### config.mk
export PLATFORM = sky130hd
export DESIGN_NAME = iic_slave_regs
export DESIGN_NICKNAME = d
export VERILOG_FILES = /design/src/rtl/iic_pkg.sv /design/src/rtl/iic_bus_monitor.sv /design/src/rtl/iic_slave_regs.sv
export SDC_FILE = /design/constraint.sdc
export NUM_CORES = 1
export LEC_CHECK = 0
export BUFFER_PORTS_ARGS = -buffer_cell sky130_fd_sc_hd__buf_2
export CAP_MARGIN = 10
export CORE_AREA = 2 2 125 127
export DETAILED_ROUTE_END_ITERATION = 16
export DIE_AREA = 0 0 127 129
export PLACE_DENSITY = 0.6
export SLEW_MARGIN = 20
export SYNTH_ARGS = -nofsm -noshare
export SYNTH_HDL_FRONTEND = slang
export SYNTH_SLANG_ARGS = --single-unit
### constraint.sdc
create_clock -name clk -period 2.33 [get_ports clk]
set_clock_uncertainty 0.2 [all_clocks]
set_input_delay 0.3495 -clock clk [delete_from_list [all_inputs] [get_ports clk]]
set_output_delay 0.3495 -clock clk [all_outputs]
set_load 0.02 [all_outputs]
### src/rtl/iic_pkg.sv
// Shared I2C definitions: target FSM state encoding and bus-level constants.
package iic_pkg;

   typedef enum logic [2:0] {
      IDLE,
      ADDR,
      ADDR_ACK,
      WR_DATA,
      WR_ACK,
      RD_DATA,
      RD_ACK,
      IGNORE
   } iic_slv_state_t;

   localparam logic IIC_RW_WRITE = 1'b0;
   localparam logic IIC_RW_READ  = 1'b1;
   localparam logic IIC_ACK      = 1'b0;
   localparam logic IIC_NACK     = 1'b1;

endpackage

### src/rtl/iic_bus_monitor.sv
// Synchronizes SCL/SDA into the clk domain and flags clock edges plus START/STOP conditions.
module iic_bus_monitor (
   input  logic clk,
   input  logic reset,
   input  logic scl_i,
   input  logic sda_i,
   output logic sda,
   output logic scl_rise,
   output logic scl_fall,
   output logic start,
   output logic stop
);

   // Bits [1:0] are the synchronizer, bit [2] is the delayed copy for edge detection.
   logic [2:0] scl_sync_q;
   logic [2:0] sda_sync_q;

   always_ff @(posedge clk or negedge reset) begin
      if (!reset) begin
         scl_sync_q <= 3'b111;
         sda_sync_q <= 3'b111;
      end else begin
         scl_sync_q <= {scl_sync_q[1:0], scl_i};
         sda_sync_q <= {sda_sync_q[1:0], sda_i};
      end
   end

   assign sda      = sda_sync_q[1];
   assign scl_rise = scl_sync_q[1] & ~scl_sync_q[2];
   assign scl_fall = ~scl_sync_q[1] & scl_sync_q[2];
   assign start    = scl_sync_q[1] & scl_sync_q[2] & ~sda_sync_q[1] & sda_sync_q[2];
   assign stop     = scl_sync_q[1] & scl_sync_q[2] & sda_sync_q[1] & ~sda_sync_q[2];

endmodule

### src/rtl/iic_slave_regs.sv
// I2C target with an NREG-byte register bank: first written byte sets the pointer,
// later bytes are stored; reads stream bytes from the pointer with wrap-around.
module iic_slave_regs
   import iic_pkg::*;
#(
   parameter logic [6:0]  SLAVE_ADDR = 7'h54,
   parameter int unsigned NREG       = 8,
   parameter int unsigned PW         = $clog2(NREG)
) (
   input  logic              clk,
   input  logic              reset,
   input  logic              scl_i,
   input  logic              sda_i,
   output logic              scl_o,
   output logic              scl_t,
   output logic              sda_o,
   output logic              sda_t,
   output logic              wr_valid,
   output logic [PW-1:0]     wr_addr,
   output logic [7:0]        wr_data,
   output logic [NREG*8-1:0] regs,
   output logic              busy
);

   logic sda, scl_rise, scl_fall, start, stop;

   iic_bus_monitor u_bus_monitor (
      .clk      (clk),
      .reset    (reset),
      .scl_i    (scl_i),
      .sda_i    (sda_i),
      .sda      (sda),
      .scl_rise (scl_rise),
      .scl_fall (scl_fall),
      .start    (start),
      .stop     (stop)
   );

   iic_slv_state_t state_q, state_d;
   logic [3:0]     bit_cnt_q, bit_cnt_d;
   logic [7:0]     shift_q, shift_d;
   logic           sda_t_q, sda_t_d;
   logic           busy_q, busy_d;
   logic [PW-1:0]  ptr_q, ptr_d;
   logic           first_q, first_d;
   logic           rw_q, rw_d;
   logic           wr_valid_q, wr_valid_d;
   logic [PW-1:0]  wr_addr_q, wr_addr_d;
   logic [7:0]     wr_data_q, wr_data_d;
   logic [7:0]     mem_q [NREG];
   logic [7:0]     rd_byte;
   logic           addr_match;

   assign rd_byte    = mem_q[ptr_q];
   // General call (0x00) is never claimed, even if SLAVE_ADDR were set to zero.
   assign addr_match = (shift_q[7:1] == SLAVE_ADDR) && (shift_q[7:1] != 7'h00);

   always_comb begin
      state_d    = state_q;
      bit_cnt_d  = bit_cnt_q;
      shift_d    = shift_q;
      sda_t_d    = sda_t_q;
      busy_d     = busy_q;
      ptr_d      = ptr_q;
      first_d    = first_q;
      rw_d       = rw_q;
      wr_valid_d = 1'b0;
      wr_addr_d  = wr_addr_q;
      wr_data_d  = wr_data_q;

      // START outranks STOP so a glitch asserting both still opens a transfer.
      if (start) begin
         state_d   = ADDR;
         bit_cnt_d = 4'd0;
         sda_t_d   = 1'b1;
         busy_d    = 1'b0;
      end else if (stop) begin
         state_d = IDLE;
         sda_t_d = 1'b1;
         busy_d  = 1'b0;
      end else begin
         case (state_q)
            IDLE, IGNORE: begin
               sda_t_d = 1'b1;
            end
            ADDR: begin
               if (scl_rise) begin
                  shift_d   = {shift_q[6:0], sda};
                  bit_cnt_d = bit_cnt_q + 4'd1;
               end else if (scl_fall && bit_cnt_q == 4'd8) begin
                  bit_cnt_d = 4'd0;
                  rw_d      = shift_q[0];
                  if (addr_match) begin
                     state_d = ADDR_ACK;
                     sda_t_d = IIC_ACK;
                  end else begin
                     state_d = IGNORE;
                  end
               end
            end
            ADDR_ACK: begin
               if (scl_fall) begin
                  busy_d = 1'b1;
                  if (rw_q == IIC_RW_WRITE) begin
                     state_d   = WR_DATA;
                     sda_t_d   = 1'b1;
                     first_d   = 1'b1;
                     bit_cnt_d = 4'd0;
                  end else begin
                     state_d   = RD_DATA;
                     shift_d   = rd_byte;
                     sda_t_d   = rd_byte[7];
                     bit_cnt_d = 4'd1;
                  end
               end
            end
            WR_DATA: begin
               if (scl_rise) begin
                  shift_d   = {shift_q[6:0], sda};
                  bit_cnt_d = bit_cnt_q + 4'd1;
               end else if (scl_fall && bit_cnt_q == 4'd8) begin
                  state_d   = WR_ACK;
                  sda_t_d   = IIC_ACK;
                  bit_cnt_d = 4'd0;
                  if (first_q) begin
                     ptr_d   = shift_q[PW-1:0];
                     first_d = 1'b0;
                  end else begin
                     wr_valid_d = 1'b1;
                     wr_addr_d  = ptr_q;
                     wr_data_d  = shift_q;
                     ptr_d      = ptr_q + PW'(1);
                  end
               end
            end
            WR_ACK: begin
               if (scl_fall) begin
                  state_d = WR_DATA;
                  sda_t_d = 1'b1;
               end
            end
            RD_DATA: begin
               // bit_cnt counts bits already placed on SDA.
               if (scl_fall) begin
                  if (bit_cnt_q == 4'd8) begin
                     state_d = RD_ACK;
                     sda_t_d = 1'b1;
                     ptr_d   = ptr_q + PW'(1);
                  end else begin
                     shift_d   = {shift_q[6:0], 1'b0};
                     sda_t_d   = shift_q[6];
                     bit_cnt_d = bit_cnt_q + 4'd1;
                  end
               end
            end
            RD_ACK: begin
               if (scl_rise && sda == IIC_NACK) begin
                  state_d = IGNORE;
                  sda_t_d = 1'b1;
               end else if (scl_fall) begin
                  state_d   = RD_DATA;
                  shift_d   = rd_byte;
                  sda_t_d   = rd_byte[7];
                  bit_cnt_d = 4'd1;
               end
            end
            default: begin
               state_d = IDLE;
               sda_t_d = 1'b1;
            end
         endcase
      end
   end

   always_ff @(posedge clk or negedge reset) begin
      if (!reset) begin
         state_q    <= IDLE;
         bit_cnt_q  <= 4'd0;
         shift_q    <= 8'd0;
         sda_t_q    <= 1'b1;
         busy_q     <= 1'b0;
         ptr_q      <= '0;
         first_q    <= 1'b0;
         rw_q       <= IIC_RW_WRITE;
         wr_valid_q <= 1'b0;
         wr_addr_q  <= '0;
         wr_data_q  <= 8'd0;
         for (int i = 0; i < NREG; i++) begin
            mem_q[i] <= 8'd0;
         end
      end else begin
         state_q    <= state_d;
         bit_cnt_q  <= bit_cnt_d;
         shift_q    <= shift_d;
         sda_t_q    <= sda_t_d;
         busy_q     <= busy_d;
         ptr_q      <= ptr_d;
         first_q    <= first_d;
         rw_q       <= rw_d;
         wr_valid_q <= wr_valid_d;
         wr_addr_q  <= wr_addr_d;
         wr_data_q  <= wr_data_d;
         if (wr_valid_d) begin
            mem_q[ptr_q] <= shift_q;
         end
      end
   end

   always_comb begin
      regs = '0;
      for (int i = 0; i < NREG; i++) begin
         regs[8*i +: 8] = mem_q[i];
      end
   end

   assign scl_o    = 1'b0;
   assign scl_t    = 1'b1;
   assign sda_o    = 1'b0;
   assign sda_t    = sda_t_q;
   assign wr_valid = wr_valid_q;
   assign wr_addr  = wr_addr_q;
   assign wr_data  = wr_data_q;
   assign busy     = busy_q;

endmodule

==> impl_metrics.toml, run 1 <==
[clock_network]
ctsHtreeMaxLevel = 3
cts_tree = "yes"
cts-root-buf = "clkbuf_16"
clock_sinks = 104
cts_buffers = 9
clock_latency_ps = 350
clockBufferDepth = 2
clk_pin_slew_ps = 70

[timing]
period_needed_ps = 2230
finalHoldViolations = 0
rsz0062_at_grt = "false"
setup_violations = 0
tightest_slew_ps = 549
drv_slew = 0
holdWs_ps = 155
relSlewSlack_pct = 63.4
fin_crit_sh_pct = 95.7
fmax_ghz = 0.448

[floorplan]
dieArea_sq_um = 16400
start_util_pct = 34.5
fp-row-count = 45
coreArea_sq_um = 15000
die_h_um = 129
die_w_um = 127
num_io_pins = 85

[global_route]
grt_remaining_overflow = 0
antenna_found_initial = 0
grtUsageTotal_pct = 17.0
grt_pass1_wl_mm = 21.5
grt_pass1_vias = 3886
grt_max_degree = 48

[status]
outcome = "complete, no violations"

[final_layout]
drive_above_1_share_pct = 50.4
fillers = 1416
diodes = 0
final_util_pct = 42.9
area_growth_pct = 24.3
fin_nets = 522

[detailed_routing]
detail_route.wl_per_cell_um = 18.8
post-route-drc-count = 0
first_pass_iters = 4
antenna_left = 0
dr.first_iter.drc_count = 166
via_count = 3736
wirelength_mm = 13.3
viasPerCell = 5.28

[setup_path]
timing.critical_path.required_ps = 2360
crit_slowest_cell = "dfrtp_1"
slowest_delay_ps = 380
path_common_cell = "buf_4"
path_class = "flop to flop"
path_cells = "inv_1, ha_4, and3b_2, nand2_4, nor3_4, buf_4, nand3_2, buf_4, mux2_2"
worstPathMaxFanout = 6
critPathArrivalTime_ps = 2260
critPathCaptureType = "flop"
startpoint_type = "flop"

[pwr]
switching_power_mw = 1.66
power_frac_clock_pct = 31.4
intPower_mw = 3.34
seqPwrFrac_pct = 42.2
power_density_nw_per_um2 = 777
pwr-share-comb_pct = 26.4
p_leak_nw = 3.21
peakVddDrop_mv = 0.310
switching_share_pct = 33.2

[run]
cap_viol_max_count = 0

[logic_synthesis]
syn-cell-area_sq_um = 5170
synth_seq_area_share_pct = 50.5
syn_inst = 401
synth_seq_cells = 104
yosysUniqueCellTypes = 62
ys_warn_count = 0
synth-edff-count = 0
ys.flop_type = "dfrtp_1"
syn_avg_cell_area_sq_um = 12.9
async_flop_share_pct = 100

[placed_design]
dpl.hpwl_mm = 9.52
gp_congestion = 0.894
port-buffer-count = 81

[min_path]
hold_path_class = "flop to flop"
## synth_stat cells (6+ instances only)
| cell | instances | area share, % |
|---|---|---|
| clkbuf_1 | 10 | 0.73 |
| o21ai_0 | 23 | 2.2 |
| a21oi_1 | 7 | 0.68 |
| nand2_1 | 28 | 2.0 |
| dfstp_2 | 7 | 3.6 |
| buf_4 | 6 | 0.87 |
| mux2_2 | 76 | 17 |
| dfrtp_1 | 97 | 47 |
| a31oi_1 | 9 | 1.1 |
| mux4_2 | 16 | 7.0 |
| nor2_1 | 18 | 1.3 |
| mux2i_1 | 9 | 1.7 |
| buf_2 | 9 | 0.87 |
| inv_1 | 8 | 0.58 |
## power groups by stage
stage                     Sequential, mW  Clock (mW)  Combinational [mW]
after floorplan                     2.08           0               0.877
after detailed placement            2.13           0                1.29
final                               2.11        1.57                1.32
after CTS                           2.10        1.61                1.30
after global routing                2.13        1.69                1.46
after global placement              2.13           0                1.27
## routing by layer
metal | part of all wire [%] | vias up | track usage (%)
li1 | - | 1698 | -
met1 | 45 | 1909 | 22.8
met2 | 49 | 108 | 27.8
met3 | 4.5 | 21 | 3.58
met4 | 1.8 | 0 | 5.30
met5 | 0 | - | 0
## metrics by stage
step	instance area [sq um]	TNS (ps)	setup WS [ps]	total power, mW	cells
finish	6430	0	99.7	4.99	708
global route	6430	0	4.81	5.27	708
CTS	6370	0	1.58	5.01	705
detailed placement	6010	-813	-90.0	3.42	683
global placement	6010	-617	-78.8	3.40	683
floorplan	5170	0	159	2.95	402
## sequential cells by signal, summed over array words and instances, names as in the netlist, 3 cells and up
signal and count:
ptr_q 3, regs 64, u_bus_monitor.sda_sync_q 3, wr_data 8
wr_addr 3, state_q 3, u_bus_monitor.scl_sync_q 3, bit_cnt_q 4
shift_q 8
## path summary, 6_finish.rpt
path	endpoint	depth (start not counted)	slack, ps	start
max	regs[4]$_DFFE_PN0P_	9	100	bit_cnt_q[1]$_DFFE_PN0P_
min	u_bus_monitor.sda_sync_q[1]$_DFF_PN1_	0	160	u_bus_monitor.sda_sync_q[0]$_DFF_PN1_
max reg2reg	regs[4]$_DFFE_PN0P_	9	100	bit_cnt_q[1]$_DFFE_PN0P_
min reg2reg	u_bus_monitor.sda_sync_q[1]$_DFF_PN1_	0	160	u_bus_monitor.sda_sync_q[0]$_DFF_PN1_
max in group asynchronous	regs[5]$_DFFE_PN0P_	3	890	reset
min in group asynchronous	first_q$_DFFE_PN0P_	2	320	reset
## cell type report
cell class	instances	area (sq um)	share of cell area (%)
clock buffer	13	260	4.05
clock inverter	3	47.5	0.740
inverter	8	30.0	0.467
multi-input combinational	264	2420	37.7
sequential	104	2610	40.7
tap	188	235	3.66
timing repair buffer	128	817	12.7
## critical path, delay by kind of cell, from the launching register on
kind          cells  cell delay [ps]
simple gates      4              610
buf+inv           3              470
flops             1              380
mux               1              280
fa+ha+maj         1              160
## layout by cell type, fill, tap and decap left out, types with 4 or more instances in the layout
cell type,netlist,final
dfrtp_1,97,95
buf_2,9,80
mux2_2,76,75
buf_4,6,39
nand2_1,28,28
o21ai_0,23,23
nor2_1,18,18
mux4_2,16,16
a31oi_1,9,9
mux2i_1,9,9
clkbuf_16,0,9
inv_1,8,8
a21oi_1,7,7
dfstp_2,7,7
nand3_1,5,5
nor4_1,4,4
nand2b_1,4,4
## repair_timing
item                                    in CTS  in global routing
gates resized for setup                      0                 10
hold endpoints to repair                    32                  0
setup buffers                                3                  3
endpoints found under the setup margin      16                 47
pin swaps                                    2                  4
hold buffers                                 3                  0
## kinds of logic (layout without fill, tap and decap cells)
kind of cell	after synthesis	after routing	synth area share [%]
and+or+nand+nor	95	95	12.2
AOI/OAI and AO/OA	59	59	7.36
muxes	102	102	25.5
other	2	3	0.145
xor gates and xnor gates	2	2	0.339
buffers and inverters	34	152	3.27
DFF	104	104	50.5
adders and majority gates	3	3	0.726
Note: power is estimated with default switching activity, not from simulation.
==> run 2: changes to the inputs <==
--- a/config.mk
+++ b/config.mk
@@ -7,10 +7,10 @@
 export LEC_CHECK = 0
 export BUFFER_PORTS_ARGS = -buffer_cell sky130_fd_sc_hd__buf_2
 export CAP_MARGIN = 10
-export CORE_AREA = 2 2 125 127
+export CORE_AREA = 2 2 104 106
 export DETAILED_ROUTE_END_ITERATION = 16
-export DIE_AREA = 0 0 127 129
-export PLACE_DENSITY = 0.6
+export DIE_AREA = 0 0 106 108
+export PLACE_DENSITY = 0.8
 export SLEW_MARGIN = 20
 export SYNTH_ARGS = -nofsm -noshare
 export SYNTH_HDL_FRONTEND = slang
==> impl_metrics.toml, run 2 (same netlist as run 1, synthesis figures left out) <==
[global_route]
grt_pass1_wl_mm = 20.3
grt_pass1_vias = 3888
antenna_found_initial = 0
grt_max_degree = 52
grt_remaining_overflow = 0
grtUsageTotal_pct = 23.1

[timing]
fin_crit_sh_pct = 96.4
finalHoldViolations = 0
period_needed_ps = 2250
drv_slew = 0
setup_violations = 0
relSlewSlack_pct = 62.3
holdWs_ps = 156
fmax_ghz = 0.445
tightest_slew_ps = 564

[pwr]
peakVddDrop_mv = 0.438
seqPwrFrac_pct = 46.3
switching_power_mw = 1.63
power_density_nw_per_um2 = 728
switching_share_pct = 35.8
p_leak_nw = 3.14
power_frac_clock_pct = 22.7
pwr-share-comb_pct = 30.9
intPower_mw = 2.91

[final_layout]
area_growth_pct = 20.6
fillers = 809
layout_common_cells = "dfrtp_1, buf_2, mux2_2"
final_common_cell = "dfrtp_1"
diodes = 0
fin_nets = 523
drive_above_1_share_pct = 50.3
final_cell_area_sq_um = 6230
final_util_pct = 60.9
largest_reg_flops = 64

[detailed_routing]
detail_route.wl_per_cell_um = 19.2
antenna_left = 0
wirelength_mm = 12.6
first_pass_iters = 7
post-route-drc-count = 0
viasPerCell = 5.76
dr.first_iter.drc_count = 262
via_count = 3770

[placed_design]
dpl_cell_area_sq_um = 5950
gp_congestion = 0.943
port-buffer-count = 81
dpl.hpwl_mm = 8.92

[status]
outcome = "complete, no violations"

[floorplan]
coreArea_sq_um = 10200
dieArea_sq_um = 11400
start_util_pct = 50.5
num_io_pins = 85
fp-row-count = 37
die_w_um = 106
die_h_um = 108

[run]
cap_viol_max_count = 0

[setup_path]
path_class = "flop to flop"
timing.critical_path.required_ps = 2400
startpoint_type = "flop"
critPathCaptureType = "flop"
critPathArrivalTime_ps = 2320
worstPathMaxFanout = 5

[clock_network]
ctsHtreeMaxLevel = 3
clockBufferDepth = 2
cts_buffers = 9
cts_tree = "yes"
clock_latency_ps = 380
cts-root-buf = "clkbuf_8"
clk_pin_slew_ps = 90
clock_sinks = 104

[min_path]
hold_path_class = "flop to flop"
## run 2: final timing paths
check,start,to,slack (ps),cells after the start
min reg2reg,u_bus_monitor.scl_sync_q[0]$_DFF_PN1_,u_bus_monitor.scl_sync_q[1]$_DFF_PN1_,160,0
min in group asynchronous,reset,wr_data[1]$_DFFE_PN0P_,260,2
max in group asynchronous,reset,regs[23]$_DFFE_PN0P_,1000,3
min,u_bus_monitor.scl_sync_q[0]$_DFF_PN1_,u_bus_monitor.scl_sync_q[1]$_DFF_PN1_,160,0
max,bit_cnt_q[0]$_DFFE_PN0P_,regs[30]$_DFFE_PN0P_,80,9
max reg2reg,bit_cnt_q[0]$_DFFE_PN0P_,regs[30]$_DFFE_PN0P_,80,9
## run 2: metal layers
layer / vias to the layer above / GRT usage [%] / routed length, um
li1: 1693 / - / -
met1: 1929 / 29.9 / 5270
met2: 125 / 38.8 / 6400
met3: 23 / 3.74 / 635
met4: 0 / 10.1 / 255
met5: - / 0 / 0
## run 2: worst max-delay path, cell delays in order (launching register included)
cell and delay, ps:
dfrtp_1 400, inv_2 90, ha_4 120, buf_4 100, nand3b_4 90, nor2_4 140, nand3_4 150, nor4_4 310
buf_6 180, mux2_2 340
## run 2: final cells by class
cell class,count,area (sq um),area share [%]
Clock inverter,4,30.0,0.482
Clock buffer,10,138,2.21
Multi-Input combinational cell,264,2420,38.9
Timing Repair Buffer,129,833,13.4
Tap cell,136,170,2.73
Inverter,8,30.0,0.482
Sequential cell,104,2610,41.9
## run 2: what timing repair did
item	in CTS	in global routing
hold endpoints to repair	26	0
setup endpoints to repair	9	45
resized for setup	2	8
pin swaps	0	7
hold buffers	3	0
buffers inserted	0	7
## run 2: through the flow
| step | std cells | power (mW) | TNS (ps) | setup WS, ps |
|---|---|---|---|---|
| floorplan | 402 | 2.95 | 0 | 159 |
| global placement | 631 | 3.38 | 0 | 54.3 |
| detailed placement | 631 | 3.42 | -221 | -66.1 |
| CTS | 648 | 4.46 | 0 | 10.7 |
| global route | 655 | 4.77 | -10.9 | -6.01 |
| finish | 655 | 4.54 | 0 | 83.2 |
## run 2: power groups by stage
stage	Combinational [mW]	Sequential [mW]	Clock, mW
final	1.41	2.10	1.03
after global routing	1.54	2.12	1.11
after CTS	1.31	2.10	1.05
after detailed placement	1.29	2.13	0
after global placement	1.25	2.12	0
after floorplan	0.877	2.08	0
==> run 3: changes to the inputs <==
--- a/config.mk
+++ b/config.mk
@@ -7,10 +7,12 @@
 export LEC_CHECK = 0
 export BUFFER_PORTS_ARGS = -buffer_cell sky130_fd_sc_hd__buf_2
 export CAP_MARGIN = 10
-export CORE_AREA = 2 2 104 106
+export CORE_AREA = 2 2 102 104
+export CTS_BUF_LIST = sky130_fd_sc_hd__clkbuf_8
+export CTS_CLUSTER_DIAMETER = 40
 export DETAILED_ROUTE_END_ITERATION = 16
-export DIE_AREA = 0 0 106 108
-export PLACE_DENSITY = 0.8
+export DIE_AREA = 0 0 104 106
+export PLACE_DENSITY = 0.83
 export SLEW_MARGIN = 20
 export SYNTH_ARGS = -nofsm -noshare
 export SYNTH_HDL_FRONTEND = slang
==> impl_metrics.toml, run 3 (same netlist as run 1, synthesis figures left out) <==
[setup_path]
path_cells = "inv_2, ha_4, buf_6, nand3b_4, nor2_4, nand3_4, nor4_4, buf_4, mux2_4"
cp_num_buf_inv = 3
critPathCaptureType = "flop"
crit_slowest_cell = "dfrtp_1"
critPathTopFamily = "simple AND/OR/NAND/NOR gates"
startpoint_type = "flop"
critPathArrivalTime_ps = 2420
path_class = "flop to flop"
worstPathMaxFanout = 4
slowest_delay_ps = 430
timing.critical_path.required_ps = 2390

[status]
violations = "negative setup slack"
outcome = "finished with violations"

[clock_network]
clk_pin_slew_ps = 100
clock_latency_ps = 380
cts_tree = "yes"
clock_sinks = 104
cts_buffers = 9
cts-root-buf = "clkbuf_8"
clockBufferDepth = 2
ctsHtreeMaxLevel = 3

[floorplan]
start_util_pct = 51.7
coreArea_sq_um = 10000
die_w_um = 104
fp-row-count = 37
num_io_pins = 85
dieArea_sq_um = 11000
die_h_um = 106

[global_route]
grt_max_degree = 105
grt_remaining_overflow = 0
grtUsageTotal_pct = 24.0
grt_pass1_vias = 3853
antenna_found_initial = 0
grt_pass1_wl_mm = 20.6

[timing]
finalHoldViolations = 0
setup_violations = 4
fmax_ghz = 0.424
fin_crit_sh_pct = 101
holdWs_ps = 162
drv_slew = 0
setup-tns-final_ps = -87.2
relSlewSlack_pct = 62.4
rsz0062_at_grt = "true"
period_needed_ps = 2360
worst_slack_ps = -29.2
tightest_slew_ps = 563

[final_layout]
fillers = 771
diodes = 0
layout_common_cells = "dfrtp_1, buf_2, mux2_2"
layout.cells.non_filler = 650
largest_reg_flops = 64
final_cell_area_sq_um = 6210
final_common_cell = "dfrtp_1"
fin_nets = 516
area_growth_pct = 20.2
drive_above_1_share_pct = 50.2

[placed_design]
dpl.hpwl_mm = 8.98
dpl_worst_slack_ps = -74.4
gp_congestion = 0.896
dpl_cell_area_sq_um = 5870
placed_cells = 625
port-buffer-count = 81

[detailed_routing]
dr.first_iter.drc_count = 401
via_count = 3786
viasPerCell = 5.82
detail_route.wl_per_cell_um = 20.1
first_pass_iters = 6
wirelength_mm = 13.0
post-route-drc-count = 0
antenna_left = 0

[pwr]
peakVddDrop_mv = 0.474
power_density_nw_per_um2 = 733
p_leak_nw = 3.13

[min_path]
hold_path_class = "flop to flop"

[run]
cap_viol_max_count = 0
-- run 3: cell types whose count changed in the layout (fill, tap and decap cells not counted), sizes merged --
cell      delta
inv          +2
clkinvlp     -1
buf          -7
clkinv       +1
-- run 3: power breakdown --
group / internal [mW] / leakage [nW] / switching, mW
clock: 0.445 / 0.103 / 0.674
combinational: 0.501 / 1.61 / 0.828
sequential: 1.94 / 1.41 / 0.169
-- run 3: worst paths after layout --
| kind | slack, ps | endpoint | cells after the start | from |
|---|---|---|---|---|
| setup / recovery | -30 | regs[18]$_DFFE_PN0P_ | 9 | bit_cnt_q[1]$_DFFE_PN0P_ |
| hold / removal | 160 | u_bus_monitor.scl_sync_q[1]$_DFF_PN1_ | 0 | u_bus_monitor.scl_sync_q[0]$_DFF_PN1_ |
| setup reg to reg | -30 | regs[18]$_DFFE_PN0P_ | 9 | bit_cnt_q[1]$_DFFE_PN0P_ |
| hold reg to reg | 160 | u_bus_monitor.scl_sync_q[1]$_DFF_PN1_ | 0 | u_bus_monitor.scl_sync_q[0]$_DFF_PN1_ |
| max in group asynchronous | 1110 | regs[49]$_DFFE_PN0P_ | 3 | reset |
| min in group asynchronous | 360 | bit_cnt_q[2]$_DFFE_PN0P_ | 3 | reset |
-- run 3: worst register-to-register path: cells and delay by family, from the launching register on --
kind / cells / cell delay, ps
and+or+nand+nor: 4 / 790
buffers and inverters: 3 / 390
DFF: 1 / 430
adders and majority gates: 1 / 130
muxes: 1 / 300
-- run 3: area by class of cell --
cell class	instances	area, sq um	share of cell area (%)
flip-flops and latches	104	2610	42.0
repair buffers	122	751	12.1
multi-input cells	264	2460	39.5
well taps	136	170	2.74
clock buffers	10	138	2.22
clock inverters	6	56.3	0.906
inverters	8	30.0	0.483
-- run 3: routing by layer --
metal / part of all wire [%] / track usage (%)
met1: 42 / 32.8
met2: 50 / 39.0
met3: 6.5 / 3.99
met4: 2.1 / 8.49
met5: 0 / 0
-- run 3: repair_timing --
action,4_1_cts,5_1_grt
pin swaps,3,2
endpoints found under the setup margin,47,65
gates resized for setup,3,16
setup buffers,1,5
hold buffers,3,0
endpoints found under the hold margin,99,0
-- run 3: stage by stage --
stage          util, %  power, mW
2_1_floorplan        -       2.95
4_1_cts           61.2       4.49
6_report          62.1       4.55
3_5_place_dp      58.7       3.38
3_3_place_gp      58.7       3.33
5_1_grt           62.1       4.80
